$ cat config.mk
export PLATFORM = sky130hd
export DESIGN_NAME = sfq_ha_link_driver
export DESIGN_NICKNAME = d
export VERILOG_FILES = /design/src/rtl/sfq_ha_link_driver.sv
export SDC_FILE = /design/constraint.sdc
export NUM_CORES = 1
export LEC_CHECK = 0
export BUFFER_PORTS_ARGS = -buffer_cell sky130_fd_sc_hd__buf_2
export CORE_MARGIN = 1.5
export CORE_UTILIZATION = 55
export CTS_BUF_LIST = sky130_fd_sc_hd__clkbuf_16
export DETAILED_ROUTE_END_ITERATION = 16
export GPL_TIMING_DRIVEN = 0
export PLACE_DENSITY = 0.75
export REMOVE_ABC_BUFFERS = 1
export SKIP_LAST_GASP = 1
export SLEW_MARGIN = 20
export SYNTH_ARGS = -nofsm -noshare
export SYNTH_HDL_FRONTEND = slang
export SYNTH_SLANG_ARGS = --single-unit
$ cat constraint.sdc
create_clock -name clk -period 4.7 [get_ports clk]
set_input_delay 0.94 -clock clk [delete_from_list [all_inputs] [get_ports clk]]
set_output_delay 0.94 -clock clk [all_outputs]
set_load 0.02 [all_outputs]
$ cat src/rtl/sfq_ha_link_driver.sv
// sfq_ha_link_driver
//   Host-side driver for the toggle-encoded SFQ half-adder link. It accepts an
//   operand pair, pulses a_tog/b_tog (one level flip per asserted operand),
//   fires one SFQ clock flip on sclk_tog, then counts the toggles that come
//   back on s_tog/cout_tog during a fixed window. The decoded result is
//   checked against the expected half-adder result.
//
// Ports
//   clk, rst                 system clock (rising edge), async active-high reset
//   in_valid/in_ready        operand handshake; in_a, in_b are the operands
//   a_tog, b_tog, sclk_tog   toggle-encoded pulse lines toward the half-adder
//   s_tog, cout_tog          asynchronous toggle-encoded returns
//   out_valid/out_ready      result handshake
//   out_s, out_cout          decoded result bits
//   out_dbl                  more than one toggle seen on a return channel
//   out_mismatch             decoded result differs from expected, or out_dbl
//   stray_err                sticky: a return toggle arrived outside a window
//
// state | meaning
// IDLE  | ready for an operand pair
// SETUP | a/b pulses sent, waiting SETUP_CYC before the SFQ clock
// FIRE  | flip sclk_tog, clear counts, arm the window timer
// WAIT  | counting returned toggles for WINDOW_CYC cycles
// DONE  | result presented until the consumer accepts it

module sfq_ha_link_driver #(
   parameter int unsigned SETUP_CYC   = 4,
   parameter int unsigned WINDOW_CYC  = 16,
   parameter int unsigned SYNC_STAGES = 2
) (
   input  logic clk,
   input  logic rst,
   input  logic in_valid,
   output logic in_ready,
   input  logic in_a,
   input  logic in_b,
   output logic a_tog,
   output logic b_tog,
   output logic sclk_tog,
   input  logic s_tog,
   input  logic cout_tog,
   output logic out_valid,
   input  logic out_ready,
   output logic out_s,
   output logic out_cout,
   output logic out_dbl,
   output logic out_mismatch,
   output logic stray_err
);

   typedef enum logic [2:0] {
      S_IDLE  = 3'd0,
      S_SETUP = 3'd1,
      S_FIRE  = 3'd2,
      S_WAIT  = 3'd3,
      S_DONE  = 3'd4
   } state_t;

   state_t state, state_nxt;

   logic [7:0] tmr;
   logic [7:0] mask_cnt;
   logic [SYNC_STAGES-1:0] s_sync, c_sync;
   logic s_prev, c_prev;
   logic s_det, c_det;
   logic [1:0] s_cnt, c_cnt;
   logic exp_a, exp_b;
   logic hs_in, hs_out;
   logic masked;

   assign hs_in  = in_valid && in_ready;
   assign hs_out = out_valid && out_ready;
   assign masked = (mask_cnt != 8'd0);

   // Return-line synchronizers and registered edge detect. Detect is one
   // cycle behind the synchronizer output, so total latency is
   // SYNC_STAGES+1 cycles from the input change.
   always_ff @(posedge clk or posedge rst) begin
      if (rst) begin
         s_sync <= '0;
         c_sync <= '0;
         s_prev <= 1'b0;
         c_prev <= 1'b0;
         s_det  <= 1'b0;
         c_det  <= 1'b0;
      end else begin
         s_sync <= {s_sync[SYNC_STAGES-2:0], s_tog};
         c_sync <= {c_sync[SYNC_STAGES-2:0], cout_tog};
         s_prev <= s_sync[SYNC_STAGES-1];
         c_prev <= c_sync[SYNC_STAGES-1];
         // While masked, prev still tracks the synchronizer so a line that
         // sat high through reset does not look like an edge afterwards.
         s_det  <= !masked && (s_sync[SYNC_STAGES-1] ^ s_prev);
         c_det  <= !masked && (c_sync[SYNC_STAGES-1] ^ c_prev);
      end
   end

   always_ff @(posedge clk or posedge rst) begin
      if (rst)
         mask_cnt <= 8'(SYNC_STAGES + 1);
      else if (masked)
         mask_cnt <= mask_cnt - 8'd1;
   end

   always_ff @(posedge clk or posedge rst) begin
      if (rst)
         state <= S_IDLE;
      else
         state <= state_nxt;
   end

   always_comb begin
      state_nxt = state;
      case (state)
         S_IDLE:  if (hs_in) state_nxt = S_SETUP;
         S_SETUP: if (tmr == 8'd0) state_nxt = S_FIRE;
         S_FIRE:  state_nxt = S_WAIT;
         S_WAIT:  if (tmr == 8'd0) state_nxt = S_DONE;
         S_DONE:  if (hs_out) state_nxt = S_IDLE;
         default: state_nxt = S_IDLE;
      endcase
   end

   always_comb begin
      in_ready     = (state == S_IDLE);
      out_valid    = (state == S_DONE);
      out_s        = (s_cnt != 2'd0);
      out_cout     = (c_cnt != 2'd0);
      out_dbl      = (s_cnt == 2'd2) || (c_cnt == 2'd2);
      out_mismatch = out_dbl || (out_s != (exp_a ^ exp_b)) || (out_cout != (exp_a & exp_b));
   end

   always_ff @(posedge clk or posedge rst) begin
      if (rst) begin
         tmr      <= 8'd0;
         a_tog    <= 1'b0;
         b_tog    <= 1'b0;
         sclk_tog <= 1'b0;
         exp_a    <= 1'b0;
         exp_b    <= 1'b0;
      end else begin
         case (state)
            S_IDLE: begin
               if (hs_in) begin
                  exp_a <= in_a;
                  exp_b <= in_b;
                  a_tog <= a_tog ^ in_a;
                  b_tog <= b_tog ^ in_b;
                  tmr   <= 8'(SETUP_CYC - 1);
               end
            end
            S_SETUP: if (tmr != 8'd0) tmr <= tmr - 8'd1;
            S_FIRE: begin
               sclk_tog <= !sclk_tog;
               tmr      <= 8'(WINDOW_CYC - 1);
            end
            S_WAIT:  if (tmr != 8'd0) tmr <= tmr - 8'd1;
            default: ;
         endcase
      end
   end

   // Per-channel return counts, saturating at 2 (2 means "more than one").
   always_ff @(posedge clk or posedge rst) begin
      if (rst) begin
         s_cnt <= 2'd0;
         c_cnt <= 2'd0;
      end else if (state == S_FIRE) begin
         s_cnt <= 2'd0;
         c_cnt <= 2'd0;
      end else if (state == S_WAIT) begin
         if (s_det && s_cnt != 2'd2) s_cnt <= s_cnt + 2'd1;
         if (c_det && c_cnt != 2'd2) c_cnt <= c_cnt + 2'd1;
      end
   end

   always_ff @(posedge clk or posedge rst) begin
      if (rst)
         stray_err <= 1'b0;
      else if ((s_det || c_det) && state != S_WAIT)
         stray_err <= 1'b1;
   end

endmodule

==> impl_metrics.toml <==
[status]
status = "finished clean"

[clock_network]
cts_root_buffer = "clkbuf_16"
cts_made_buffers = 5
clkLatencyLatePin_ps = 280
cts_tree = "built"
ctsResizeCount = 0
post_cts.repair.setup_buffers = 0
clk_pin_slew_ps = 50
htreeDepth = 2
cts_hold_buf = 0
clockBufferDepth = 2
cts.sinks = 37

[synthesis]
synth_area_leaders = "dfrtp_1 50%, ha_1 5.7%, xnor2_1 5.5%"
syn-cell-area_um2 = 1753
avgSynthCellArea_um2 = 10.31
syn_inst = 170
ys_seq_elements = 37
synth_top_area_share_pct = 49.96
synth_largest_area_cell = "dfrtp_1"
yosys.cell_types.count = 39
yosysWarnings = 0
synth_seq_area_share_pct = 52.96

[global_routing]
grt-ovfl-total = 0
grt_pass1_wl_um = 5140
grt_max_degree = 38
antenna_found_initial = 0
track_usage_pct = 20.17
first_global_vias = 1232

[worst_setup_path]
r2r-start = "tmr[0]$_DFFE_PP0P_"
critPathMaxFanout = 3
r2r_slack_ps = 2370
path_class = "reg2out"
cp.depth = 5
worstPathRequired_ps = 3760
cp.arrival_ps = 1750
max_stage_delay_ps = 360
worstPathCellList = "inv_1 > ha_1 > or2_2 > or3_1 > buf_2"
slowest_stage = "or3_1"
cp-start-kind = "flip-flop"
rr_endpoint = "tmr[4]$_DFFE_PP0P_"
cp_top_family = "simple AND/OR/NAND/NOR gates"
crit_path_end_kind = "output port"
reg2reg_depth = 7
path_buf_inv = 2

[final_layout]
layout-drive-gt1-share_pct = 17.37
stdcell_count = 234
final_common_cell = "dfrtp_1"
antenna_cells = 0
synthToLayoutAreaGrowth_pct = 16.27
nets = 205
final_cell_mix = "35 x dfrtp_1, 18 x nor2_1, 17 x buf_2, 14 x nand2_1, 13 x inv_1"
fin_area_um2 = 2038

[floorplan]
start_util_pct = 57.89
ios = 18
core_um2 = 3028
die_height_um = 59.46
dieArea_um2 = 3535
die_w_um = 59.46
num_rows = 20

[pwr]
ir_drop_v = 0.0003816
p_leak_nw = 0.9498
p_per_area_nw_per_um2 = 583.9

[sta]
fin_crit_ps = 2690
fin_skew_ps = 5.219
fmax_mhz = 371.7
fin_tns_setup_ps = 0
post-route-period-util_pct = 57.24
relSlewSlack_pct = 49.57
slew_violations = 0
rsz0062_at_grt = "false"
finalHoldViolations = 0
tightest_slew_ps = 755.4
finalSetupViolations = 0

[placed_design]
port_buffers = 17
dp_hpwl_um = 2261
routabilityCongestion = 0.8599
place_inst = 226
postPlaceCellArea_um2 = 1872

[min_path]
hp-start = "s_sync[0]$_DFF_PP0_"
holdPathEnd = "s_sync[1]$_DFF_PP0_"
hp-class = "reg2reg"
worstHoldPathCells = 0

[drt]
vias = 1259
avgRoutedWirePerCell_um = 13.05
drt-total-wl_um = 3053
dr.pass1.iters = 4
first_iter_violations = 32
avgViaCountPerCell = 5.380
ant_nets = 0
drc = 0

[flow_run]
cap_viol_max_count = 0
==> metrics by stage <==
| step | hold slack, ps | power, mW | util (%) | setup WS (ps) |
|---|---|---|---|---|
| floorplan | 331.2 | 0.7245 | - | 2359 |
| global placement | 333.6 | 0.7971 | 61.82 | 2289 |
| detailed placement | 341.8 | 0.8252 | 61.82 | 2269 |
| CTS | 354.4 | 1.200 | 67.31 | 1997 |
| global route | 357.2 | 1.265 | 67.31 | 1960 |
| finish | 352.7 | 1.190 | 67.31 | 2010 |
==> Yosys cell counts (all sizes together) <==
library cell	n
a21boi	2
a21oi	4
a22o	4
a311o	1
a311oi	1
a31oi	3
and3b	1
buf	2
clkbuf	3
dfrtp	35
dfstp	2
ha	8
inv	14
mux2	1
nand2	14
nand2b	7
nand3	4
nand3b	1
nor2	18
nor2b	2
nor3	3
nor3b	2
nor4	3
o211ai	2
o21a	1
o21ai	6
o22ai	1
o31ai	1
o32ai	1
or2	1
or3	3
or4	4
or4b	2
xnor2	11
xor2	2
==> cell type report <==
class | instances | area [um2]
timing repair buffer | 17 | 85.08
clock buffer | 5 | 125.1
tap | 44 | 55.05
multi-input combinational | 114 | 750.7
fill | 240 | 989.7
sequential | 37 | 928.4
clock inverter | 3 | 41.29
inverter | 14 | 52.55
==> cell families (layout without fill, tap and decap cells) <==
logic type,Yosys count,count (layout),synth area share [%]
AND/OR/NAND/NOR,65,65,19.56
flip-flops,37,37,52.96
AO/OA/AOI/OAI,27,27,10.42
buffers and inverters,19,39,4.211
XOR/XNOR,13,13,6.495
adder cells (fa/ha/maj),8,8,5.710
multiplexers,1,1,0.6424
==> power breakdown <==
group / switching, mW / internal [mW]
Sequential: 0.0715 / 0.397
Clock: 0.123 / 0.248
Combinational: 0.197 / 0.153
==> flip-flops by register name, summed over array words and instances (netlist names), 2 cells and up <==
name / flops
c_sync: 2
tmr: 8
c_cnt: 2
state: 3
s_cnt: 2
mask_cnt: 8
s_sync: 2
==> worst max path at each step <==
stage	startpoint	endpoint	slack, ps
final	c_cnt[0]$_DFFE_PP0P_	out_mismatch	2010
after global routing	c_cnt[0]$_DFFE_PP0P_	out_mismatch	1960
after CTS	c_cnt[0]$_DFFE_PP0P_	out_mismatch	2000
after detailed placement	in_valid	tmr[5]$_DFFE_PP0P_	2270
after global placement	in_valid	tmr[5]$_DFFE_PP0P_	2290
after floorplan	c_cnt[1]$_DFFE_PP0P_	out_mismatch	2360
==> per-layer routing <==
layer  part of all wire (%)  global-route usage [%]  vias up
li1                       -                       -      619
met1                     45                   22.68      612
met2                     50                   32.97       24
met3                    4.4                   8.734        4
met4                    1.2                   9.091        0
met5                      0                       0        -
No activity file was read; power rests on OpenSTA's default activity.
